`src/rtl/sram_loader.sv`:
```
// Byte-stream SRAM loader: A5, count, data words, optional checksum.
// Define SRAM_LOADER_CHECKSUM_EN to add the trailing XOR checksum byte.
module sram_loader #(
    parameter int          SRAM_ADDRESS_WIDTH = 18,
    parameter int          SRAM_DATA_WIDTH    = 16,
    parameter logic [7:0]  CMD_LOAD           = 8'hA5
) (
    input  logic                          wb_clk_i,
    input  logic                          wb_rst_n_i,
    input  logic [7:0]                    rx_dat_i,
    input  logic                          rx_stb_i,
    output logic                          rx_ack_o,
    output logic                          sram_wb_cyc_o,
    output logic                          sram_wb_stb_o,
    output logic                          sram_wb_we_o,
    output logic [SRAM_ADDRESS_WIDTH-1:0] sram_wb_adr_o,
    output logic [SRAM_DATA_WIDTH-1:0]    sram_wb_dat_o,
    input  logic                          sram_wb_ack_i,
    output logic                          run_stb_o,
    output logic                          busy_o,
    output logic                          err_o
);

`ifdef SRAM_LOADER_CHECKSUM_EN
    typedef enum logic [2:0] {
        IDLE, CNT_HI, CNT_LO, DAT_HI, DAT_LO, WRITE, CHECK, DONE
    } state_t;
    localparam state_t TAIL = CHECK;
`else
    typedef enum logic [2:0] {
        IDLE, CNT_HI, CNT_LO, DAT_HI, DAT_LO, WRITE, DONE
    } state_t;
    localparam state_t TAIL = DONE;
`endif

    state_t                        state_q, state_d;
    logic                          rx_ack_q;
    logic                          accept;
    logic [15:0]                   cnt_q;
    logic [SRAM_ADDRESS_WIDTH-1:0] adr_q;
    logic [SRAM_DATA_WIDTH-1:0]    dat_q;
    logic [7:0]                    hi_q;
    logic                          nz_q;
    logic                          err_q;
`ifdef SRAM_LOADER_CHECKSUM_EN
    logic [7:0]                    csum_q;
`endif

    always_comb begin
        state_d = state_q;
        accept  = 1'b0;
        unique case (state_q)
            IDLE: begin
                accept = 1'b1;
                if (rx_ack_q && rx_dat_i == CMD_LOAD)
                    state_d = CNT_HI;
            end
            CNT_HI: begin
                accept = 1'b1;
                if (rx_ack_q) state_d = CNT_LO;
            end
            CNT_LO: begin
                accept = 1'b1;
                if (rx_ack_q)
                    state_d = ({cnt_q[15:8], rx_dat_i} != 16'd0)
                            ? DAT_HI : TAIL;
            end
            DAT_HI: begin
                accept = 1'b1;
                if (rx_ack_q) state_d = DAT_LO;
            end
            DAT_LO: begin
                accept = 1'b1;
                if (rx_ack_q) state_d = WRITE;
            end
            WRITE: begin
                if (sram_wb_ack_i)
                    state_d = (cnt_q == 16'd1) ? TAIL : DAT_HI;
            end
`ifdef SRAM_LOADER_CHECKSUM_EN
            CHECK: begin
                accept = 1'b1;
                if (rx_ack_q) state_d = DONE;
            end
`endif
            DONE:    state_d = IDLE;
            default: state_d = IDLE;
        endcase
    end

    always_ff @(posedge wb_clk_i or negedge wb_rst_n_i) begin
        if (!wb_rst_n_i) begin
            state_q  <= IDLE;
            rx_ack_q <= 1'b0;
            cnt_q    <= '0;
            adr_q    <= '0;
            dat_q    <= '0;
            hi_q     <= '0;
            nz_q     <= 1'b0;
            err_q    <= 1'b0;
`ifdef SRAM_LOADER_CHECKSUM_EN
            csum_q   <= '0;
`endif
        end else begin
            state_q  <= state_d;
            // Registered pulse; a consumed byte is never re-acked next cycle
            rx_ack_q <= rx_stb_i && !rx_ack_q && accept;
            if (rx_ack_q) begin
                case (state_q)
                    IDLE: if (rx_dat_i == CMD_LOAD) begin
                        adr_q  <= '0;
                        err_q  <= 1'b0;
`ifdef SRAM_LOADER_CHECKSUM_EN
                        csum_q <= '0;
`endif
                    end
                    CNT_HI: begin
                        cnt_q[15:8] <= rx_dat_i;
`ifdef SRAM_LOADER_CHECKSUM_EN
                        csum_q <= csum_q ^ rx_dat_i;
`endif
                    end
                    CNT_LO: begin
                        cnt_q[7:0] <= rx_dat_i;
                        nz_q <= {cnt_q[15:8], rx_dat_i} != 16'd0;
`ifdef SRAM_LOADER_CHECKSUM_EN
                        csum_q <= csum_q ^ rx_dat_i;
`endif
                    end
                    DAT_HI: begin
                        hi_q <= rx_dat_i;
`ifdef SRAM_LOADER_CHECKSUM_EN
                        csum_q <= csum_q ^ rx_dat_i;
`endif
                    end
                    DAT_LO: begin
                        dat_q <= SRAM_DATA_WIDTH'({hi_q, rx_dat_i});
`ifdef SRAM_LOADER_CHECKSUM_EN
                        csum_q <= csum_q ^ rx_dat_i;
`endif
                    end
`ifdef SRAM_LOADER_CHECKSUM_EN
                    CHECK: if (rx_dat_i != csum_q) err_q <= 1'b1;
`endif
                    default: ;
                endcase
            end
            if (state_q == WRITE && sram_wb_ack_i) begin
                adr_q <= adr_q + SRAM_ADDRESS_WIDTH'(1);
                cnt_q <= cnt_q - 16'd1;
            end
        end
    end

    assign rx_ack_o      = rx_ack_q;
    assign sram_wb_cyc_o = (state_q == WRITE);
    assign sram_wb_stb_o = (state_q == WRITE);
    assign sram_wb_we_o  = (state_q == WRITE);
    assign sram_wb_adr_o = adr_q;
    assign sram_wb_dat_o = dat_q;
    assign busy_o        = (state_q != IDLE);
    assign run_stb_o     = (state_q == DONE) && nz_q && !err_q;
`ifdef SRAM_LOADER_CHECKSUM_EN
    assign err_o         = err_q;
`else
    assign err_o         = 1'b0;
`endif

endmodule
```
`config.mk`:
```
export PLATFORM = sky130hd
export DESIGN_NAME = sram_loader
export DESIGN_NICKNAME = d
export VERILOG_FILES = /design/src/rtl/sram_loader.sv
export SDC_FILE = /design/constraint.sdc
export NUM_CORES = 1
export LEC_CHECK = 0
export BUFFER_PORTS_ARGS = -buffer_cell sky130_fd_sc_hd__buf_2
export CORE_MARGIN = 2
export CORE_UTILIZATION = 25
export CTS_CLUSTER_DIAMETER = 60
export CTS_CLUSTER_SIZE = 16
export DETAILED_ROUTE_END_ITERATION = 10
export SLEW_MARGIN = 10
export SYNTH_ARGS = -nofsm -noshare
export SYNTH_HDL_FRONTEND = slang
export SYNTH_SLANG_ARGS = --single-unit
```
`constraint.sdc`:
```
create_clock -name wb_clk_i -period 1.7 [get_ports wb_clk_i]
set_clock_uncertainty 0.15 [all_clocks]
set_input_delay 0.34 -clock wb_clk_i [delete_from_list [all_inputs] [get_ports wb_clk_i]]
set_output_delay 0.34 -clock wb_clk_i [all_outputs]
set_load 0.01 [all_outputs]
```
**Word-level counts from Yosys, hierarchy flattened**

Index checks and enable logic that the tools add are counted.

- Muxes and demuxes: 18
- Equality and inequality tests: 14
- Reduce and logical (&&, ||, !) cells: 22
- $add $sub $neg: 2

Operators with widths:

| operator | number |
|---|---|
| $mux 18 | 4 |
| $mux 16 | 2 |
| $mux 3 | 8 |
| $add 18x1->18 const B | 1 |
| $pmux 3 s6 | 1 |
| $eq 16x1->1 const B | 1 |
| $mux 8 | 2 |
| $reduce_bool 16->1 | 1 |
| $sub 16x1->16 const B | 1 |
| $ne 2x2->1 const B | 5 |
| $reduce_and 2->1 | 5 |
| $reduce_bool 2->1 | 5 |
| $eq 3x3->1 const B | 3 |
| $eq 8x8->1 const B | 1 |
| $eq 3x2->1 const B | 2 |
| $reduce_and 6->1 | 1 |
| $logic_and 1x1->1 | 5 |
| $reduce_or 5->1 | 1 |
| $eq 3x1->1 const B | 1 |
| $logic_not 3->1 | 1 |
| $reduce_and 3->1 | 1 |
| $reduce_bool 3->1 | 1 |
| $ne 2x1->1 const B | 1 |
| $logic_not 1->1 | 1 |
| $mux 1 | 1 |

- Input port bits: 12
- Output and inout bits: 41
- Word-level logic and storage cells: 64
- Flip-flop bits (word level): 63

**Longest topological paths before layout**

- Word-level depth: 5
- Mapped depth: 6
- Gate-level depth less buffers: 5

**Least setup slack after synthesis**

Ideal clock, no wire load.

- Kind: reg-to-reg
- Start: register rx_ack_q, in the netlist rx_ack_o
- End: register dat_q[6], in the netlist sram_wb_dat_o[6]
- Stages on the path, launching flop included: 7
- Library setup time: 125 ps
- Data arrival time: 1678 ps
- Buffers on the path: 3
- Required time: 1425 ps
- Clock period less this slack: 1952 ps
- Path slack: -252 ps
- Path through: dfrtp_1 -> clkbuf_1 -> nor3b_2 -> and2_1 -> buf_2 -> buf_4 -> mux2_2

- Longest elaborated chain between the ends: 1

RTL lines:

| element | line | source |
|---|---|---|
| start: declaration | 37 | `logic rx_ack_q;` |
| start signal: assignment | 107 | `rx_ack_q <= rx_stb_i && !rx_ack_q && accept;` |
| $reduce_and 2->1 (no line) | n/a |  |
| end signal: assignment | 137 | `dat_q <= SRAM_DATA_WIDTH'({hi_q, rx_dat_i});` |
| end: declaration | 41 | `logic [SRAM_DATA_WIDTH-1:0] dat_q;` |

No other way between the ends.
A chain may end at the register's enable or synchronous reset.

**Worst setup path in the final report**

- Start: register state_q[0]
- End: output busy_o

- Longest elaborated chain between the ends: 1

RTL lines:

| element | line | source |
|---|---|---|
| start: declaration | 36 | `state_t state_q, state_d;` |
| start signal: assignment | 105 | `state_q <= state_d;` |
| $reduce_bool 3->1 | 161 | `assign busy_o = (state_q != IDLE);` |
| end: declaration | 20 | `output logic busy_o,` |

No other way between the ends.

==> key figures <==
STA
  • RSZ-0062 raised after global routing: true
  • Tmin final: 1900 ps
  • Setup total negative slack: -3220 ps
  • Max Slew Vio Count: 0
  • Setup-failing EPs final: 40
  • Final worst setup slack: -202 ps
  • Fmax: 526 MHz
  • Post-route clock period utilization: 112%
  • Final Hold Vio Count: 0

Place
  • DP HPWL: 6790 µm
  • Routability congestion estimate: 0.837
  • Placed cell count: 591
  • Setup WS pre-CTS: -113 ps
  • Port Buffers: 51

CTS
  • Clk_lat worst skew: 340 ps
  • Worst-path clk slew: 60 ps
  • CTS tree: yes
  • H-tree depth: 3
  • Total CTS buffers: 9
  • Clk sinks: 63
  • CTS Root Cell: clkbuf_16
  • CTS max path bufs: 2

Synth
  • Seq/Total Area, Yosys: 48.1%
  • Yosys Warn Count: 0
  • Mean Syn Cell Area: 10.7 µm²
  • Synth Register Bits: 63
  • Synth Flop Type: dfrtp_1
  • Mapped Area: 3270 µm²
  • Post-Syn Instances: 306
  • Post-synth EDFFs: 0
  • Syn Nets: 321
  • Post-synthesis cell type count: 61
  • Async S/R FF share, synth: 100%

Setup path
  • Reg2reg path depth: 5
  • Crit-path slowest cell: dfrtp_2
  • Worst Path Arrival: 1410 ps
  • CP max stage delay: 430 ps
  • Top delay family on crit path: flip-flops
  • FF-to-FF Start: state_q[1]$_DFFE_PN0P_
  • CP max FO: 5
  • Req. time, crit path: 1210 ps
  • CP bufs+invs: 2
  • Critical Path Sink Type: output port
  • Worst setup SP type: flip-flop
  • Critical Path Source: state_q[0]$_DFFE_PN0P_
  • CP Depth: 3
  • CP Class: reg2out
  • Worst path cell trace: buf_6, or3_1, buf_2

Global route
  • Grt total ovfl: 0
  • Initial antenna violation count: 0
  • First-pass GRT wire length: 16,000 µm
  • GRT Overall Usage: 14.4%
  • Number of global-route vias before repair: 3,129
  • Largest net degree at the start of global routing: 36

Floorplan
  • DIE AREA: 14,000 µm²
  • FP Rows: 41
  • Die Span X: 118 µm
  • Core footprint: 12,700 µm²
  • Io pins: 53
  • DIE HEIGHT: 118 µm
  • Initial Util: 25.7%

Routing
  • Drt wl/cell: 16.2 µm
  • Vias: 3,129
  • Antenna viol nets, final: 0
  • Vias/cell: 4.94
  • Drt first pass iters: 4
  • Routed WL: 10,300 µm
  • # DRC: 0
  • DRT iter0 DRCs: 222

Power and ir drop
  • Peak VDD IR: 0.584 mV
  • Final Power: 6790 µW
  • Leak: 0.00251 µW
  • Power per cell area: 1290 nW/µm²

Min path
  • Hold depth: 2
  • HP Start: rx_stb_i
  • Hold Crit Class: in2reg

Finish
  • Layout cell share with drive strength beyond 1: 55.5%
  • Diodes inserted: 0
  • Fin util: 41.2%
  • Final cell count without fillers: 633
  • Area Growth Syn to Fin: 60.2%
  • Nets@finish: 471

Run status
  • Status: complete, but fails checks
  • Failing checks: negative setup slack

Run
  • Max-cap viol count: 0
-- path summary, 6_finish.rpt --
check                                                end  slack, ps
max reg2reg                sram_wb_adr_o[17]$_DFFE_PN0P_       -150
min in group asynchronous           cnt_q[4]$_DFFE_PN0P_        190
max in group asynchronous   sram_wb_dat_o[1]$_DFFE_PN0P_        660
min reg2reg                             nz_q$_DFFE_PN0P_        340
max                                               busy_o       -200
min                                   rx_ack_o$_DFF_PN0_        100
-- cells in the mapped netlist (all sizes together) (7+ instances only) --
master	n	area share [%]
nor4	8	2.6
or3	7	1.4
nand4	9	2.4
o21ai	8	1.2
dfrtp	63	48
buf	11	2.2
mux2	25	8.6
nand3	21	3.2
clkbuf	9	1.0
nand2	27	3.1
nor2	18	2.1
o211ai	7	1.6
inv	7	0.80
-- cell type report --
cell class	count	area [µm²]
clock buffer	10	239
clock inverter	6	46.3
fill	1225	7480
inverter	7	26.3
multi-input combinational	216	1910
sequential	63	1590
tap	172	215
timing repair buffer	159	1210
-- cell usage in the layout (no fill, tap or decap), types with 3 or more instances in the layout --
cell,count
o211ai_1,7
inv_1,7
nor2_1,17
mux2_4,24
clkinv_4,3
nand2_2,3
a31oi_1,5
nor4_4,3
and2_4,4
buf_4,85
o21ai_0,5
nor2b_1,3
nand2_1,23
buf_2,49
dfrtp_2,11
or4_4,3
buf_6,19
buf_12,4
nand4_1,7
nand3_1,19
clkbuf_16,9
nor3_1,4
dfrtp_1,52
o21ai_1,3
o31ai_1,3
or3_1,5
mux2i_1,6
nor4_2,3
-- registers in the layout, indices dropped and copies added (netlist names) --
signal         cells
sram_wb_adr_o     18
cnt_q             16
sram_wb_dat_o     16
hi_q               8
state_q            3
nz_q               1
rx_ack_o           1
-- kinds of logic after synthesis --
| logic type | Yosys count | share of synthesized area (%) |
|---|---|---|
| and+or+nand+nor | 127 | 23.9 |
| DFF | 63 | 48.1 |
| xor gates and xnor gates | 1 | 0.268 |
| muxes | 31 | 10.4 |
| adders and majority gates | 3 | 1.15 |
| buffers and inverters | 27 | 4.05 |
| other | 1 | 0.115 |
| AOI/OAI and AO/OA | 53 | 11.9 |
-- per-stage QoR --
| stage | hold WS (ps) | instance area [µm²] |
|---|---|---|
| CTS | 87.6 | 4930 |
| global placement | 18.4 | 4370 |
| finish | 95.2 | 5250 |
| floorplan | -106 | 3370 |
| global route | 96.5 | 5250 |
| detailed placement | 19.2 | 4370 |
-- routing by layer --
layer  GRT usage (%)  vias up  share of wire [%]
li1                -     1448                  -
met1            18.3     1566                 44
met2            22.5       91                 48
met3            3.09       24                4.5
met4            8.41        0                3.3
met5               0        -                  0
-- worst register-to-register path: cells and delay by family (launching register included) --
family	cells	cell delay, ps
AND/OR/NAND/NOR	3	850
flip-flops	1	430
multiplexers	1	210
buffers and inverters	1	130
-- repair_timing --
| action | CTS | global route |
|---|---|---|
| pin swaps | 8 | 20 |
| endpoints found under the hold margin | 50 | 0 |
| resized for setup | 38 | 51 |
| setup buffers | 13 | 11 |
| cloned | 1 | 1 |
| hold buffers | 1 | 0 |
| endpoints found under the setup margin | 40 | 62 |
-- where the power goes --
group / switching [µW] / internal [µW]
Combinational: 1120 / 1550
Sequential: 382 / 1980
Clock: 725 / 1030
Total: 2230 / 4560
(Power assumes the default switching activity.)
